## config.mk

```make
export PLATFORM = sky130hd
export DESIGN_NAME = riscv_mc_ctrl
export DESIGN_NICKNAME = d
export VERILOG_FILES = /design/src/rtl/riscv_mc_pkg.sv /design/src/rtl/mc_func_dec.sv /design/src/rtl/riscv_mc_ctrl.sv
export SDC_FILE = /design/constraint.sdc
export NUM_CORES = 1
export LEC_CHECK = 0
export CAP_MARGIN = 20
export CORE_ASPECT_RATIO = 1.5
export CORE_MARGIN = 2
export CORE_UTILIZATION = 32
export DETAILED_ROUTE_END_ITERATION = 7
export PLACE_DENSITY_LB_ADDON = 0.05
export RECOVER_POWER = 25
export SKIP_CTS_REPAIR_TIMING = 1
export SYNTH_ARGS = -nofsm -noshare
export SYNTH_HDL_FRONTEND = slang
export SYNTH_SLANG_ARGS = --single-unit
```

## constraint.sdc

```tcl
create_clock -name clk -period 1.69 [get_ports clk]
set_input_delay 0.338 -clock clk [delete_from_list [all_inputs] [get_ports clk]]
set_output_delay 0.338 -clock clk [all_outputs]
set_load 0.1 [all_outputs]
```

## src/rtl/riscv_mc_pkg.sv

```systemverilog
// riscv_mc_pkg: state encoding, opcode constants and ALU codes for the multi-cycle control FSM
package riscv_mc_pkg;
  typedef enum logic [3:0] {
    S_FETCH    = 4'd0,
    S_DECODE   = 4'd1,
    S_MEMADR   = 4'd2,
    S_MEMREAD  = 4'd3,
    S_MEMWB    = 4'd4,
    S_MEMWRITE = 4'd5,
    S_EXECR    = 4'd6,
    S_EXECI    = 4'd7,
    S_ALUWB    = 4'd8,
    S_BEQ      = 4'd9,
    S_JAL      = 4'd10,
    S_ILLEGAL  = 4'd11
  } state_t;
  localparam logic [6:0] OP_LW  = 7'b0000011;
  localparam logic [6:0] OP_SW  = 7'b0100011;
  localparam logic [6:0] OP_R   = 7'b0110011;
  localparam logic [6:0] OP_I   = 7'b0010011;
  localparam logic [6:0] OP_BEQ = 7'b1100011;
  localparam logic [6:0] OP_JAL = 7'b1101111;
  localparam logic [2:0] ALU_ADD = 3'b000;
  localparam logic [2:0] ALU_SUB = 3'b001;
  localparam logic [2:0] ALU_AND = 3'b010;
  localparam logic [2:0] ALU_OR  = 3'b011;
  localparam logic [2:0] ALU_SLT = 3'b101;
  localparam logic [1:0] ALUOP_ADD  = 2'b00;
  localparam logic [1:0] ALUOP_SUB  = 2'b01;
  localparam logic [1:0] ALUOP_FUNC = 2'b10;
  localparam logic [1:0] IMM_I = 2'b00;
  localparam logic [1:0] IMM_S = 2'b01;
  localparam logic [1:0] IMM_B = 2'b10;
  localparam logic [1:0] IMM_J = 2'b11;
endpackage

```

## src/rtl/mc_func_dec.sv

```systemverilog
// mc_func_dec: immediate format and ALU operation decode from the instruction fields
import riscv_mc_pkg::*;
module mc_func_dec (
  input  logic [6:0] i_op,
  input  logic [2:0] i_funct3,
  input  logic [6:0] i_funct7,
  input  logic [1:0] i_alu_op,
  output logic [1:0] o_imm_src,
  output logic [2:0] o_alu_control
);
  logic [2:0] w_func;
  logic       w_unused;
  assign w_unused = ^{i_funct7[6], i_funct7[4:0]};
  // immediate format by opcode, ALU op by ALUOp with funct3/funct7 refinement for ALU instructions
  always_comb begin
    o_imm_src = i_op == OP_SW ? IMM_S : i_op == OP_BEQ ? IMM_B : i_op == OP_JAL ? IMM_J : IMM_I;
    w_func = i_funct3 == 3'b000 ? ((i_op[5] & i_funct7[5]) ? ALU_SUB : ALU_ADD) :
             i_funct3 == 3'b010 ? ALU_SLT :
             i_funct3 == 3'b110 ? ALU_OR  :
             i_funct3 == 3'b111 ? ALU_AND : ALU_ADD;
    o_alu_control = i_alu_op == ALUOP_SUB ? ALU_SUB : i_alu_op == ALUOP_FUNC ? w_func : ALU_ADD;
  end
endmodule

```

## src/rtl/riscv_mc_ctrl.sv

```systemverilog
// riscv_mc_ctrl: multi-cycle RV32I control FSM driving datapath selects and strobes per state
import riscv_mc_pkg::*;
module riscv_mc_ctrl (
  input  logic       clk,
  input  logic       rst,
  input  logic [6:0] op,
  input  logic [2:0] funct3,
  input  logic [6:0] funct7,
  input  logic       zero,
  input  logic       mem_ready,
  output logic       PCWrite,
  output logic       AdrSrc,
  output logic       MemWrite,
  output logic       IRWrite,
  output logic [1:0] ResultSrc,
  output logic [1:0] ALUSrcA,
  output logic [1:0] ALUSrcB,
  output logic [1:0] ImmSrc,
  output logic       RegWrite,
  output logic [2:0] ALUControl,
  output logic       illegal,
  output logic [3:0] state
);
  state_t     r_state, w_next;
  logic       r_illegal;
  logic [1:0] w_alu_op;
  assign state   = r_state;
  assign illegal = r_illegal;
  // state register; the illegal flag sets as the FSM enters ILLEGAL and only reset clears it
  always_ff @(posedge clk) begin
    if (rst) begin
      r_state   <= S_FETCH;
      r_illegal <= 1'b0;
    end else begin
      r_state   <= w_next;
      r_illegal <= r_illegal | (w_next == S_ILLEGAL);
    end
  end
  // next state: memory states wait on mem_ready, DECODE dispatches on opcode
  always_comb begin
    w_next = r_state;
    case (r_state)
      S_FETCH:               w_next = mem_ready ? S_DECODE : S_FETCH;
      S_DECODE:              w_next = (op == OP_LW || op == OP_SW) ? S_MEMADR :
                                      op == OP_R   ? S_EXECR :
                                      op == OP_I   ? S_EXECI :
                                      op == OP_BEQ ? S_BEQ   :
                                      op == OP_JAL ? S_JAL   : S_ILLEGAL;
      S_MEMADR:              w_next = op == OP_LW ? S_MEMREAD : S_MEMWRITE;
      S_MEMREAD:             w_next = mem_ready ? S_MEMWB : S_MEMREAD;
      S_MEMWRITE:            w_next = mem_ready ? S_FETCH : S_MEMWRITE;
      S_EXECR, S_EXECI, S_JAL: w_next = S_ALUWB;
      S_ILLEGAL:             w_next = S_ILLEGAL;
      default:               w_next = S_FETCH;
    endcase
  end
  // per-state datapath selects and strobes; write strobes are suppressed while reset is held
  always_comb begin
    PCWrite   = 1'b0;
    AdrSrc    = 1'b0;
    MemWrite  = 1'b0;
    IRWrite   = 1'b0;
    ResultSrc = 2'b00;
    ALUSrcA   = 2'b00;
    ALUSrcB   = 2'b00;
    RegWrite  = 1'b0;
    w_alu_op  = ALUOP_ADD;
    case (r_state)
      S_FETCH:    begin ResultSrc = 2'b10; ALUSrcB = 2'b10; IRWrite = mem_ready; PCWrite = mem_ready; end
      S_DECODE:   begin ALUSrcA = 2'b01; ALUSrcB = 2'b01; end
      S_MEMADR:   begin ALUSrcA = 2'b10; ALUSrcB = 2'b01; end
      S_MEMREAD:  AdrSrc = 1'b1;
      S_MEMWB:    begin ResultSrc = 2'b01; RegWrite = 1'b1; end
      S_MEMWRITE: begin AdrSrc = 1'b1; MemWrite = 1'b1; end
      S_EXECR:    begin ALUSrcA = 2'b10; w_alu_op = ALUOP_FUNC; end
      S_EXECI:    begin ALUSrcA = 2'b10; ALUSrcB = 2'b01; w_alu_op = ALUOP_FUNC; end
      S_ALUWB:    RegWrite = 1'b1;
      S_BEQ:      begin ALUSrcA = 2'b10; w_alu_op = ALUOP_SUB; PCWrite = zero; end
      S_JAL:      begin ALUSrcA = 2'b01; ALUSrcB = 2'b10; PCWrite = 1'b1; end
      default:    ;
    endcase
    PCWrite  = PCWrite & ~rst;
    IRWrite  = IRWrite & ~rst;
    RegWrite = RegWrite & ~rst;
    MemWrite = MemWrite & ~rst;
  end
  mc_func_dec u_dec (
    .i_op         (op),
    .i_funct3     (funct3),
    .i_funct7     (funct7),
    .i_alu_op     (w_alu_op),
    .o_imm_src    (ImmSrc),
    .o_alu_control(ALUControl)
  );
endmodule

```

==> results of run 1 <==
through the flow:
stage / setup WS (ns) / hold slack, ns / instance area (um^2) / cells
after floorplan: -1.09 / 0.401 / 900 / 91
after detailed placement: -0.398 / 0.536 / 1620 / 168
after CTS: -0.398 / 0.545 / 1640 / 172
after global placement: -0.387 / 0.498 / 1620 / 168
cells by family after synthesis:
logic type      Yosys count  share of synthesized area [%]
flops                     5                           15.6
xor+xnor                  4                           5.46
simple gates             51                           47.6
compound gates           19                           22.8
buf+inv                  12                           8.58
synthesized netlist by cell type, types with 2 or more instances:
cell type / instances / area (um^2)
inv_1: 5 / 18.8
nand2_1: 2 / 7.51
nand2b_1: 6 / 37.5
xnor2_1: 3 / 26.3
nor4_1: 4 / 25.0
nor3_1: 6 / 30.0
a21oi_1: 3 / 15.0
or3_1: 2 / 12.5
dfxtp_1: 5 / 100
and3b_1: 2 / 17.5
nor2_1: 10 / 37.5
clkbuf_1: 4 / 15.0
o31ai_1: 2 / 15.0
and3_1: 3 / 18.8
nand3_1: 2 / 10.0
buf_2: 2 / 10.0
o21ai_0: 3 / 15.0
a31oi_1: 2 / 12.5
nor2b_1: 7 / 43.8
o41ai_1: 2 / 17.5
==> out/qor.yml, run 1 <==
run_status:
  status: "aborted with a tool error"
  stop_stage: "global routing"
  firstError: "[ERROR DPL-0038] Utilization greater than 100%, impossible to legalize"
synthesis:
  synth_nets: 112
  syn_area_um2: 642
  synth-main-ff-cell: "dfxtp_1"
  ys.warnings.count: 0
  yosys_register_bits: 5
  ys_async_sr_fraction_pct: 0
  synth_edf_count: 0
  synthCells: 91
  synth_area_per_cell_um2: 7.05
  yosysUniqueCellTypes: 36
  yosysSeqAreaShare_pct: 15.6
clocking:
  ctsLongestPathBuffers: 2
  root_buffer: "clkbuf_4"
  htreeDepth: 1
  cts_sinks: 5
  cts_made_buffers: 3
die:
  die_x_um: 40.6
  io_pins: 42
  die_h_um: 58.9
  start_util_pct: 34.6
  core.rowCount: 19
place:
  gp_congestion: 0.830
  hpwl_mm: 2.17
  portBuffers: 35
sta:
  worstEndpointType: "output port"
  postGrtWorstEndpoint: "PCWrite"
grt:
  grt_max_degree: 14
==> inputs of run 2 (changes only) <==
- CORE_AREA: not set -> 2 2 63 65
- CORE_ASPECT_RATIO: 1.5 -> not set
- CORE_MARGIN: 2 -> not set
- CORE_UTILIZATION: 32 -> not set
- DIE_AREA: not set -> 0 0 65 67
- PLACE_DENSITY_LB_ADDON: 0.05 -> 0.15
- clock period: 1.69 -> 2.2 ns (I/O delays scaled with it)
==> out/qor.yml, run 2 <==
synthesis:
  netlist.area_leader.share_pct: 15.6  # unchanged
  synth_common_cells: "nor2_1 (10), nor2b_1 (7), nand2b_1 (6), nor3_1 (6)"
  synthCells: 91  # unchanged
  syn_area_um2: 642  # unchanged
  ys.warnings.count: 0  # unchanged
  synth_edf_count: 0  # unchanged
  yosysMostFrequentCell: "nor2_1"
  synth-main-ff-cell: "dfxtp_1"
  synth_area_leaders: "dfxtp_1 (16%), nor2b_1 (6.8%), nand2b_1 (5.8%)"
  ys_async_sr_fraction_pct: 0  # unchanged
  synth_area_per_cell_um2: 7.05  # unchanged
  yosys_register_bits: 5  # unchanged
  yosysUniqueCellTypes: 36  # unchanged
  yosysSeqAreaShare_pct: 15.6  # unchanged
  synth_nets: 112  # unchanged
  synth_area_leader_cell: "dfxtp_1"
sta:
  slew_headroom_pct: 23.2
  setup_viol: 0
  finalHoldViolCount: 0
  min_period_over_period_pct: 96.6
  rsz0062_at_grt: "no"
  slew_violations: 0
  worstMarginPinSlew_ns: 1.16
  finalCriticalPeriod_ns: 2.12
  hold_ws_ns: 0.461
  finalClockSkew_ns: 0.000238
  fmax_ghz: 0.471
routing:
  ant_nets: 0
  drc_errors: 0
  wl_per_cell_um: 12.4
  vias: 836
  first_pass_iters: 3
  via_per_inst: 4.62
  drtIter0Drc: 6
  routed_wl_mm: 2.24
place:
  hpwl_mm: 1.81  # -16%
  dp_cells: 177  # +5.4%
  gp_congestion: 0.795  # -4.2%
  portBuffers: 35  # unchanged
final_layout:
  antenna_cells: 0
  layout_commonest_cell: "buf_12"
  mostFrequentLayoutCells: "buf_12 (17), clkdlybuf4s50_1 (13), buf_4 (10), nor2_1 (8), nor2b_1 (7)"
  finalNonFillerCells: 181
  syn2layout_area_growth_pct: 135
  nets: 155
  postLayoutCoreUtil_pct: 41.9
  drive_gt1_share_pct: 43.6
  largest_reg_flops: 4
grt:
  antenna_found_initial: 0
  grt_pass1_vias: 797
  grt_max_degree: 20
  grt_pass1_wl_mm: 3.77
  gr-total-overflow: 0
  grt_usage_pct: 11.0
die:
  start_util_pct: 17.8  # -17 points
  core.rowCount: 22  # +3
  core_area_um2: 3610
  die_area_um2: 4360
  die_h_um: 67  # +14%
  io_pins: 42  # unchanged
  die_x_um: 65  # +60%
clocking:
  root_buffer: "clkbuf_8"
  clock_latency_ns: 0.22
  clk_pin_slew_ns: 0.03
  cts_made_buffers: 3  # unchanged
  ctsLongestPathBuffers: 2  # unchanged
  htreeDepth: 1  # unchanged
  cts_tree: "done"
  cts_sinks: 5  # unchanged
setup_path:
  required_ns: 1.76
  critPathMaxFanout: 1
  critPathLaunchType: "input pin"
  worstSetupPathType: "input pin to output pin"
  cp.arrival_ns: 1.68
  critPathCaptureType: "output pin"
power:
  vdd_drop_max_uv: 477
  power_per_cell_area_nw_per_um2: 1090
  leakage_nw: 0.586
run_status:
  status: "finished clean"
worst_hold_path:
  min_path_type: "register to register"
flow_run:
  drv_cap: 0
==> run 2: where the power goes <==
part / switching (mW) / total [mW] / internal [mW]
Combinational: 0.812 / 1.27 / 0.458
Clock: 0.0423 / 0.167 / 0.124
Sequential: 0.0935 / 0.210 / 0.117
==> run 2: logic make-up after synthesis <==
logic type | synth area share [%]
buffers and inverters | 8.58
XOR/XNOR | 5.46
flip-flops | 15.6
AND/OR/NAND/NOR | 47.6
AO/OA/AOI/OAI | 22.8
==> run 2: layout make-up <==
type	instances	area [um^2]
fill	370	2100
multi-input combinational	74	694
timing repair buffer	45	577
sequential	5	115
tap	48	60.1
clock buffer	4	45.0
inverter	5	18.8
==> run 2: critical path, stage by stage <==
cell and delay [ns]:
clkdlybuf4s50_1 0.46, and3_1 0.15, o21ai_0 0.12, a211oi_4 0.30
buf_12 0.21
==> run 2: stage by stage <==
stage | instance area [um^2] | power (mW) | setup slack (ns) | setup TNS [ns]
2_1_floorplan | 897 | 1.11 | -0.683 | -2.74
3_3_place_gp | 1460 | 1.49 | -0.0743 | -0.114
3_5_place_dp | 1460 | 1.50 | -0.0840 | -0.117
4_1_cts | 1510 | 1.67 | -0.0914 | -0.0914
5_1_grt | 1510 | 1.72 | 0.00545 | 0
6_report | 1510 | 1.65 | 0.0755 | 0
==> run 2: worst paths after layout <==
| check | depth (start not counted) | slack [ns] | from | to |
|---|---|---|---|---|
| setup reg to reg | 4 | 0.46 | state[2]$_SDFF_PP0_ | illegal$_SDFF_PP0_ |
| setup / recovery | 5 | 0.08 | zero | PCWrite |
| hold reg to reg | 2 | 0.46 | illegal$_SDFF_PP0_ | illegal$_SDFF_PP0_ |
| hold / removal | 2 | 0.46 | illegal$_SDFF_PP0_ | illegal$_SDFF_PP0_ |
==> run 2: per-layer routing <==
layer	global-route usage [%]	share of wire (%)	vias to the layer above
met5	0	0	-
li1	-	-	423
met1	14.0	45	392
met4	2.39	0.36	0
met3	2.20	5.0	2
met2	19.1	49	19
No activity file was read; power rests on OpenSTA's default activity.
